--- src/rtl/alu_result_display_pkg.sv ---
// Shared constants for the ALU result display: segment codes, digit slots,
// conversion FSM encoding and small decode helpers.
package alu_result_display_pkg;

  localparam int DATA_W = 8;
  localparam int BCD_W  = 12;

  localparam logic [6:0] SEG_BLANK = 7'b1111111;
  localparam logic [6:0] SEG_MINUS = 7'b0111111;

  // Active-low {g,f,e,d,c,b,a} patterns for decimal digits 0..9.
  localparam logic [6:0] SEG_DIGIT [0:9] = '{
    7'b1000000, 7'b1111001, 7'b0100100, 7'b0110000, 7'b0011001,
    7'b0010010, 7'b0000010, 7'b1111000, 7'b0000000, 7'b0010000
  };

  localparam logic [1:0] DIG_ONES = 2'd0;
  localparam logic [1:0] DIG_TENS = 2'd1;
  localparam logic [1:0] DIG_HUND = 2'd2;
  localparam logic [1:0] DIG_SIGN = 2'd3;

  typedef enum logic {IDLE, CONV} state_t;

  function automatic logic [6:0] seg_decode(input logic [3:0] d);
    logic [6:0] s;
    s = SEG_BLANK;
    if (d < 4'd10) s = SEG_DIGIT[d];
    return s;
  endfunction

  function automatic logic [3:0] add3(input logic [3:0] n);
    return (n >= 4'd5) ? n + 4'd3 : n;
  endfunction

endpackage

--- src/rtl/alu_result_display_if.sv ---
// ALU result bus as seen by the display: load strobe and sign-magnitude
// value in, conversion status and multiplexed display drive out.
interface alu_result_display_if;
  logic       load;
  logic [7:0] opc;
  logic       signc;
  logic       busy;
  logic       done;
  logic [3:0] an;
  logic [6:0] seg;
  logic       dp;

  modport master (output load, opc, signc, input busy, done, an, seg, dp);
  modport slave  (input load, opc, signc, output busy, done, an, seg, dp);
endinterface

--- src/rtl/bin2bcd_seq.sv ---
// Sequential 8-bit binary to 3-digit BCD converter, one shift-add-3 step
// per clock, MSB first. The bcd output only changes when a conversion ends.
module bin2bcd_seq
  import alu_result_display_pkg::*;
(
  input  logic              clk,
  input  logic              rst_n,
  input  logic              start,
  input  logic [DATA_W-1:0] din,
  output logic              busy,
  output logic              done,
  output logic              last,
  output logic [BCD_W-1:0]  bcd
);

  state_t            state;
  logic [2:0]        step;
  logic [DATA_W-1:0] sr;
  logic [BCD_W-1:0]  acc;
  logic [BCD_W-1:0]  acc_next;
  logic [BCD_W-1:0]  adj;

  always_comb begin
    adj      = {add3(acc[11:8]), add3(acc[7:4]), add3(acc[3:0])};
    acc_next = {adj[BCD_W-2:0], sr[DATA_W-1]};
  end

  assign last = (state == CONV) && (step == 3'd7);

  always_ff @(posedge clk or negedge rst_n) begin
    if (!rst_n) begin
      state <= IDLE;
      step  <= 3'd0;
      busy  <= 1'b0;
      done  <= 1'b0;
      bcd   <= '0;
    end else begin
      done <= 1'b0;
      case (state)
        IDLE: begin
          if (start) begin
            state <= CONV;
            busy  <= 1'b1;
            step  <= 3'd0;
          end
        end
        CONV: begin
          step <= step + 3'd1;
          if (step == 3'd7) begin
            state <= IDLE;
            busy  <= 1'b0;
            done  <= 1'b1;
            bcd   <= acc_next;
          end
        end
        default: state <= IDLE;
      endcase
    end
  end

  // Working registers are fully reloaded on every start, so no reset.
  always_ff @(posedge clk) begin
    if (state == IDLE && start) begin
      sr  <= din;
      acc <= '0;
    end else if (state == CONV) begin
      sr  <= {sr[DATA_W-2:0], 1'b0};
      acc <= acc_next;
    end
  end

endmodule

--- src/rtl/alu_result_display.sv ---
// Display end of the ALU result bus: converts the committed result to BCD
// and scans it onto a 4-digit active-low 7-segment display with blanking.
module alu_result_display
  import alu_result_display_pkg::*;
#(
  parameter int REFRESH_DIV = 100000
) (
  input  logic                 clk,
  input  logic                 rst_n,
  alu_result_display_if.slave  bus
);

  localparam int CNT_W = (REFRESH_DIV > 2) ? $clog2(REFRESH_DIV) : 1;
  localparam logic [CNT_W-1:0] CNT_LAST = CNT_W'(REFRESH_DIV - 1);

  logic             busy;
  logic             done;
  logic             last;
  logic [BCD_W-1:0] bcd;
  logic             sign_cap;
  logic             neg;
  logic             show_minus;
  logic [CNT_W-1:0] cnt;
  logic             wrap;
  logic             scan_on;
  logic [1:0]       idx;
  logic [3:0]       an;
  logic [6:0]       seg;
  logic [3:0]       an_nxt;
  logic [6:0]       seg_nxt;

  bin2bcd_seq u_conv (
    .clk   (clk),
    .rst_n (rst_n),
    .start (bus.load),
    .din   (bus.opc),
    .busy  (busy),
    .done  (done),
    .last  (last),
    .bcd   (bcd)
  );

  always_ff @(posedge clk) begin
    if (bus.load && !busy) sign_cap <= bus.signc;
  end

  // A zero result never shows a minus sign, whatever signc was.
  assign show_minus = neg && (bcd != '0);
  assign wrap       = (cnt == CNT_LAST);

  always_comb begin
    an_nxt  = ~(4'b0001 << idx);
    seg_nxt = SEG_BLANK;
    case (idx)
      DIG_ONES: seg_nxt = seg_decode(bcd[3:0]);
      DIG_TENS: seg_nxt = (bcd[11:4] == 8'd0) ? SEG_BLANK : seg_decode(bcd[7:4]);
      DIG_HUND: seg_nxt = (bcd[11:8] == 4'd0) ? SEG_BLANK : seg_decode(bcd[11:8]);
      DIG_SIGN: seg_nxt = show_minus ? SEG_MINUS : SEG_BLANK;
      default:  seg_nxt = SEG_BLANK;
    endcase
  end

  // The first wrap only enables scanning so the ones digit is shown first;
  // later wraps step to the next digit slot.
  always_ff @(posedge clk or negedge rst_n) begin
    if (!rst_n) begin
      neg     <= 1'b0;
      cnt     <= '0;
      scan_on <= 1'b0;
      idx     <= DIG_ONES;
      an      <= 4'b1111;
      seg     <= SEG_BLANK;
    end else begin
      if (last) neg <= sign_cap;
      cnt <= wrap ? '0 : cnt + 1'b1;
      if (wrap) begin
        if (scan_on) idx <= idx + 2'd1;
        else         scan_on <= 1'b1;
      end
      if (scan_on) begin
        an  <= an_nxt;
        seg <= seg_nxt;
      end
    end
  end

  assign bus.busy = busy;
  assign bus.done = done;
  assign bus.an   = an;
  assign bus.seg  = seg;
  assign bus.dp   = 1'b1;

endmodule
--- src/flat_wrapper.sv ---
// flat-port wrapper written by rule: the top's interface ports become plain ports
module alu_result_display_flat import alu_result_display_pkg::*;
#(
  parameter int REFRESH_DIV = 100000
)
  (clk, rst_n, bus_load, bus_opc, bus_signc, bus_busy, bus_done, bus_an, bus_seg, bus_dp);
  alu_result_display_if bus_i ();
  input  logic clk;
  input  logic rst_n;
  input wire logic [$bits(bus_i.load)-1:0] bus_load;
  input wire logic [$bits(bus_i.opc)-1:0] bus_opc;
  input wire logic [$bits(bus_i.signc)-1:0] bus_signc;
  output wire logic [$bits(bus_i.busy)-1:0] bus_busy;
  output wire logic [$bits(bus_i.done)-1:0] bus_done;
  output wire logic [$bits(bus_i.an)-1:0] bus_an;
  output wire logic [$bits(bus_i.seg)-1:0] bus_seg;
  output wire logic [$bits(bus_i.dp)-1:0] bus_dp;
  assign bus_i.load = bus_load;
  assign bus_i.opc = bus_opc;
  assign bus_i.signc = bus_signc;
  assign bus_busy = bus_i.busy;
  assign bus_done = bus_i.done;
  assign bus_an = bus_i.an;
  assign bus_seg = bus_i.seg;
  assign bus_dp = bus_i.dp;
  alu_result_display #(.REFRESH_DIV(REFRESH_DIV)) u_core (.clk(clk), .rst_n(rst_n), .bus(bus_i));
endmodule
--- config.mk ---
export PLATFORM = sky130hd
export DESIGN_NAME = alu_result_display_flat
export DESIGN_NICKNAME = d
export VERILOG_FILES = /design/src/rtl/alu_result_display_pkg.sv /design/src/rtl/alu_result_display_if.sv /design/src/rtl/bin2bcd_seq.sv /design/src/rtl/alu_result_display.sv /design/src/flat_wrapper.sv
export SDC_FILE = /design/constraint.sdc
export NUM_CORES = 1
export LEC_CHECK = 0
export ABC_AREA = 1
export CORE_MARGIN = 2
export CORE_UTILIZATION = 45
export CTS_CLUSTER_SIZE = 20
export DETAILED_ROUTE_END_ITERATION = 8
export GPL_ROUTABILITY_DRIVEN = 1
export PLACE_DENSITY = 0.69
export SYNTH_ARGS = -nofsm -noshare
export SYNTH_HDL_FRONTEND = slang
export SYNTH_SLANG_ARGS = --single-unit
--- constraint.sdc ---
create_clock -name clk -period 1.88 [get_ports clk]
set_clock_uncertainty 0.1 [all_clocks]
set_input_delay 0.188 -clock clk [delete_from_list [all_inputs] [get_ports clk]]
set_output_delay 0.188 -clock clk [all_outputs]
set_load 0.01 [all_outputs]
==> results of run 1 <==
## metal layers
layer	wire (um)	global-route usage [%]	vias to the layer above	part of all wire, %
met3	306	2.86	12	3.9
met4	119	6.30	0	1.5
met2	3530	28.5	70	45
met5	0	0	-	0
met1	3840	23.4	1439	49
li1	-	-	1635	-
## layout by cell type, fill, tap and decap left out, types with 2 or more instances in the layout
| cell type | instances |
|---|---|
| mux2_1 | 4 |
| a21boi_1 | 2 |
| buf_4 | 6 |
| nand2_1 | 104 |
| dfstp_2 | 11 |
| nand2_2 | 10 |
| dfrtp_1 | 39 |
| or2_2 | 3 |
| clkdlybuf4s50_1 | 23 |
| xor2_1 | 9 |
| mux2_2 | 3 |
| a22o_1 | 2 |
| clkbuf_1 | 2 |
| clkinv_2 | 2 |
| edfxtp_1 | 9 |
| ha_1 | 29 |
| clkbuf_8 | 11 |
| nor2_2 | 7 |
| o21ai_0 | 46 |
| nor3_1 | 7 |
| dfxtp_1 | 12 |
| inv_2 | 13 |
| inv_1 | 62 |
| a31oi_1 | 2 |
| a21oi_1 | 16 |
| nor2_1 | 33 |
| o22ai_1 | 4 |
| nand4_1 | 6 |
| o21ai_1 | 12 |
| nand3_1 | 22 |
## stage by stage
step           hold WS (ns)  std cells  power, mW  setup WS (ns)  util [%]
2_1_floorplan        -0.208        486       4.02          0.374         -
3_3_place_gp         0.0984        618       4.54          0.171      50.8
3_5_place_dp          0.103        618       4.64         0.0815      50.8
4_1_cts               0.271        635       5.79          0.163      53.0
6_report              0.260        635       5.75          0.183      53.0
5_1_grt               0.318        635       6.32         0.0387      53.0
## cells by family after synthesis
kind of cell | Yosys count | synth area share [%]
compound gates | 86 | 11.5
fa+ha+maj | 29 | 9.11
mux | 7 | 1.98
xor+xnor | 9 | 1.98
simple gates | 200 | 22.8
other cells | 1 | 0.0942
flops | 71 | 44.6
buf+inv | 83 | 7.95
## flip-flops by register name, summed over array words and instances (netlist names), 2 cells and up
register,count
u_core.bus.seg,7
u_core.u_conv.bcd,12
u_core.u_conv.step,3
u_core.u_conv.sr,8
u_core.u_conv.acc,12
u_core.idx,2
u_core.cnt,17
u_core.bus.an,4
## worst max-delay path by stage
| stage | start | to | slack, ns | cells past startpoint |
|---|---|---|---|---|
| 6_report | u_core.bus.seg[1]$_DFFE_PN1P_ | bus_seg[1] | 0.18 | 1 |
| 4_1_cts | u_core.bus.seg[1]$_DFFE_PN1P_ | bus_seg[1] | 0.16 | 1 |
| 3_5_place_dp | bus_load | u_core.u_conv.acc[9]$_SDFFE_PP0P_ | 0.08 | 5 |
| 5_1_grt | u_core.u_conv.bcd[8]$_DFFE_PN0P_ | u_core.bus.seg[6]$_DFFE_PN1P_ | 0.04 | 10 |
| 2_1_floorplan | u_core.u_conv.step[0]$_DFFE_PN0P_ | u_core.neg$_DFFE_PN0P_ | 0.37 | 7 |
| 3_3_place_gp | bus_load | u_core.u_conv.acc[11]$_SDFFE_PP0P_ | 0.17 | 5 |
## layout make-up
cell class / count / area, sq um / area share, %
Sequential cell: 71 / 1780 / 38.8
Clock buffer: 13 / 159 / 3.47
Tap cell: 108 / 135 / 2.95
Multi-Input combinational cell: 332 / 1890 / 41.3
Timing Repair Buffer: 32 / 310 / 6.79
Clock inverter: 3 / 18.8 / 0.410
Inverter: 76 / 285 / 6.24
## cells in the mapped netlist, types with 3 or more instances
library cell / instances
ha_1: 29
inv_2: 13
nor2_1: 33
mux2_2: 3
xor2_1: 9
dfxtp_1: 12
o21ai_0: 46
or2_2: 3
edfxtp_1: 9
a21oi_1: 16
o21ai_1: 12
dfrtp_1: 39
nand4_1: 6
nand2_1: 104
nor3_1: 7
dfstp_2: 11
nand2_2: 10
inv_1: 62
clkbuf_1: 5
o22ai_1: 4
mux2_1: 4
nor2_2: 7
nand3_1: 22
## repair_timing
| action | CTS | global route |
|---|---|---|
| hold buffers | 1 | 0 |
| hold endpoints to repair | 19 | 0 |
| setup buffers | 0 | 0 |
## where the power goes
part	internal [mW]	switching, mW
combinational	0.906	1.40
clock	0.551	0.570
sequential	2.00	0.315
total	3.46	2.29
==> flow_summary.toml, run 1 <==
[run_status]
status = "completed"

[placement]
gp_congestion = 0.879
place_area_sq_mm = 0.00439
portBuffers = 24
hpwl_mm = 5.84

[route]
routed_wl_mm = 7.79
routed_via_density = 4.97
drt-initial-drc-count = 116
vias = 3156
drt-wirelength-per-cell_um = 12.3
route.detailed.drc = 0
dr.pass1.iters = 5
ant_nets = 0

[timing]
rsz0062_at_grt = "false"
min_period_ns = 1.70
slew_headroom_pct = 64.0
hold_viol = 0
final.setup.tns_ns = 0
setup-violations-final = 0
worst_pin_slew_ns = 0.540
maxSlewViolCount = 0
timing.fmax_ghz = 0.589
post-route-period-util_pct = 90.3

[cells_and_area]
layout-drive-gt1-share_pct = 14.2
diodes = 0
final_nets = 563
syn2layout_area_growth_pct = 14.9
fin_area_sq_mm = 0.00457
nFillCells = 830

[clock_network]
htreeDepth = 3
clkSlewWorstSetupHoldPaths_ns = 0.07
cts_root_buffer = "clkbuf_8"
cts_sinks = 71
cts_inserted_buffers = 9
insertion_delay_ns = 0.34
ctsResizeCount = 0
clock_path_buffers = 2
cts_tree = "done"

[floorplanning]
core-area_sq_mm = 0.00864
die_area_sq_mm = 0.00962
initial_core_util_pct = 46.1
die_w_um = 98.1
placementRows = 34
ios = 26
die_y_um = 98.1

[synthesis]
synthFlopType = "dfrtp_1"
postSynthAreaPerCell_sq_um = 8.19
syn_nets = 527
synth_top_area_share_pct = 24.5
synth_edf_count = 9
ys_async_sr_fraction_pct = 70.4
synth_seq_cells = 71
yosysTopAreaCell = "dfrtp_1"
syn_inst = 486
synthTopCellsByArea = "dfrtp_1 25%, nand2_1 9.8%, ha_1 9.1%"
seq_area_frac_synth_pct = 44.6
netlist-cell-type-count = 40
syn_area_sq_mm = 0.00398
yosys_warnings = 0

[worst_setup_path]
endpoint_kind = "primary output"
cp_num_buf_inv = 1
startpoint_type = "flop"
reg2reg_to = "u_core.u_conv.bcd[4]$_DFFE_PN0P_"
crit_chain = "clkdlybuf4s50_1"
reg2reg_depth = 7
r2r_slack_ns = 0.20
critical-path-top-delay-family = "flip-flops"
crit_path_max_fanout = 2
cp.required_ns = 1.59
crit_type = "flop to primary output"
crit_slowest_cell = "dfstp_2"
crit_arrival_ns = 1.41
cpPeakStageDelay_ns = 0.54
r2r-start = "u_core.u_conv.acc[0]$_SDFFE_PP0P_"

[power_and_ir_drop]
p_per_area_mw_per_mm2 = 1260
p_leak_nw = 2.18
ir_drop_mv = 0.769

[grt]
antenna_found_initial = 0
grt_max_degree = 30
grt_usage_pct = 17.4
grt.overflow.total = 0
grt_pass1_wl_mm = 13.8
grt_pass1_vias = 3108

[worst_hold_path]
hp-class = "input pin to asynchronous set/reset pin"

[flow_run]
drv_cap = 0
Note: power is estimated with default switching activity, not from simulation.
==> inputs of run 2 (changes only) <==
- CELL_PAD_IN_SITES_DETAIL_PLACEMENT: default -> 1
- CELL_PAD_IN_SITES_GLOBAL_PLACEMENT: default -> 1
- PLACE_DENSITY: 0.69 -> 0.86
==> flow_summary.toml, run 2 (same netlist as run 1, synthesis figures left out) <==
[power_and_ir_drop]
intPower_mw = 3.67
sw_frac_of_total_pct = 40.4
pwr-share-seq_pct = 37.7
p_clk_share_pct = 22.2
p_leak_nw = 2.21
p_switching_mw = 2.49
pwr-share-comb_pct = 40.1
power.total_mw = 6.16
ir_drop_mv = 0.708
p_per_area_mw_per_mm2 = 1330

[route]
routed_wl_mm = 9.67
drt-wirelength-per-cell_um = 15.2
routed_via_density = 5.20
ant_nets = 0
dr.pass1.iters = 4
drt-initial-drc-count = 85
route.detailed.drc = 0
vias = 3318

[clock_network]
htreeDepth = 3
cts_tree = "done"
cts_root_buffer = "clkbuf_8"
cts_inserted_buffers = 9
cts_sinks = 71
clock_path_buffers = 2
clkSlewWorstSetupHoldPaths_ns = 0.09
ctsResizeCount = 0
insertion_delay_ns = 0.35

[worst_setup_path]
endpoint_kind = "flop"
cp_num_buf_inv = 2
startpoint_type = "flop"
cpPeakStageDelay_ns = 0.39
r2r-start = "u_core.cnt[0]$_DFF_PN0_"
crit_chain = "ha_1, nand2_2, nor2_4, inv_2, nor2_1, nand2_1, inv_2, nand2_2, xor2_1"
critical-path-top-delay-family = "simple AND/OR/NAND/NOR gates"
crit_path_max_fanout = 6
startpoint = "u_core.cnt[0]$_DFF_PN0_"
crit_arrival_ns = 1.89
crit_type = "flop to flop"
cp.required_ns = 2.01
crit_slowest_cell = "dfrtp_1"

[cells_and_area]
final_cell_mix = "104 x nand2_1, 62 x inv_1, 46 x o21ai_0"
final_nets = 566
multi_input_area_sq_mm = 0.00189
final_common_cell = "nand2_1"
largest_reg_flops = 17
top_register = "u_core.cnt"
diodes = 0
seq_area_sq_mm = 0.00178
nFillCells = 1048
top_regs = "u_core.cnt (17), u_core.u_conv.acc (12), u_core.u_conv.bcd (12)"
stdcell_count = 638
syn2layout_area_growth_pct = 16.5
layout-drive-gt1-share_pct = 15.1
fin_area_sq_mm = 0.00464

[floorplanning]
die_area_sq_mm = 0.00962
die_y_um = 98.1
core-area_sq_mm = 0.00864
initial_core_util_pct = 46.1
ios = 26
die_w_um = 98.1
placementRows = 34

[grt]
grt_pass1_wl_mm = 16.8
grt_max_degree = 51
grt_usage_pct = 21.4
grt.overflow.total = 0
grt_pass1_vias = 3575
antenna_found_initial = 0

[worst_hold_path]
hp-class = "input pin to asynchronous set/reset pin"

[timing]
slew_headroom_pct = 65.5
post-route-period-util_pct = 93.5
setup_ws_ns = 0.123
min_period_ns = 1.76
hold_viol = 0
maxSlewViolCount = 0
worst_pin_slew_ns = 0.513
setup-violations-final = 0
timing.fmax_ghz = 0.569

[placement]
place_inst = 619
hpwl_mm = 7.25
pre_cts_slack_ns = 0.138
portBuffers = 24
gp_congestion = 0.874
place_area_sq_mm = 0.00439

[run_status]
status = "completed"

[flow_run]
drv_cap = 0
==> run 2: cell count changes in the layout (fill, tap and decap cells not counted) <==
| cell | delta |
|---|---|
| clkinv_4 | +1 |
| clkinv_2 | -1 |
| clkinvlp_4 | +2 |
| clkbuf_8 | -2 |
| buf_4 | +3 |
| bufinv_16 | +2 |
| clkbuf_1 | -2 |
==> run 2: worst min-delay path, cell delays in order <==
cell and delay [ns]:
dlygate4sd3_1 0.52, buf_2 0.12, buf_12 0.26
==> run 2: path summary, 6_finish.rpt <==
check | endpoint | slack (ns) | depth (start not counted)
worst max-delay path | u_core.idx[0]$_DFFE_PN0P_ | 0.12 | 9
worst min-delay path | u_core.idx[1]$_DFFE_PN0P_ | 0.25 | 3
worst max register to register | u_core.idx[0]$_DFFE_PN0P_ | 0.12 | 9
worst min register to register | u_core.neg$_DFFE_PN0P_ | 0.37 | 2
max in group asynchronous | u_core.bus.seg[4]$_DFFE_PN1P_ | 1.12 | 3
min in group clk | u_core.sign_cap$_DFFE_PP_ | 0.31 | 1
==> run 2: final cells by class <==
type                       instances  share of cell area [%]
clock inverter                     7                    2.10
tap                              108                    2.91
multi-input combinational        332                    40.7
inverter                          76                    6.15
sequential                        71                    38.3
timing repair buffer              35                    7.17
clock buffer                       9                    2.67
==> run 2: timing repair <==
action                                  4_1_cts  5_1_grt
hold buffers                                  1        0
endpoints found under the hold margin        50        0
buffers inserted                              0        2
endpoints found under the setup margin        0        1
==> run 2: through the flow <==
| stage | setup TNS, ns | utilization (%) | hold WS, ns |
|---|---|---|---|
| global route | -0.00341 | 53.7 | 0.275 |
| detailed placement | 0 | 50.9 | 0.105 |
| finish | 0 | 53.7 | 0.254 |
| CTS | 0 | 53.5 | 0.265 |
| floorplan | 0 | - | -0.208 |
| global placement | 0 | 50.9 | 0.0981 |
==> run 2: power by group through the flow <==
stage	Clock [mW]	Sequential [mW]	Combinational, mW
floorplan	0	2.27	1.76
CTS	1.40	2.33	2.50
global placement	0	2.32	2.29
finish	1.37	2.33	2.47
global route	1.47	2.39	2.86
detailed placement	0	2.36	2.44
==> run 2: per-layer routing <==
metal / vias to the layer above / part of all wire [%] / global-route usage, %
met1: 1621 / 45 / 26.9
met4: 0 / 1.1 / 6.52
met5: - / 0 / 0
li1: 1641 / - / -
met3: 11 / 2.6 / 4.37
met2: 45 / 51 / 37.2
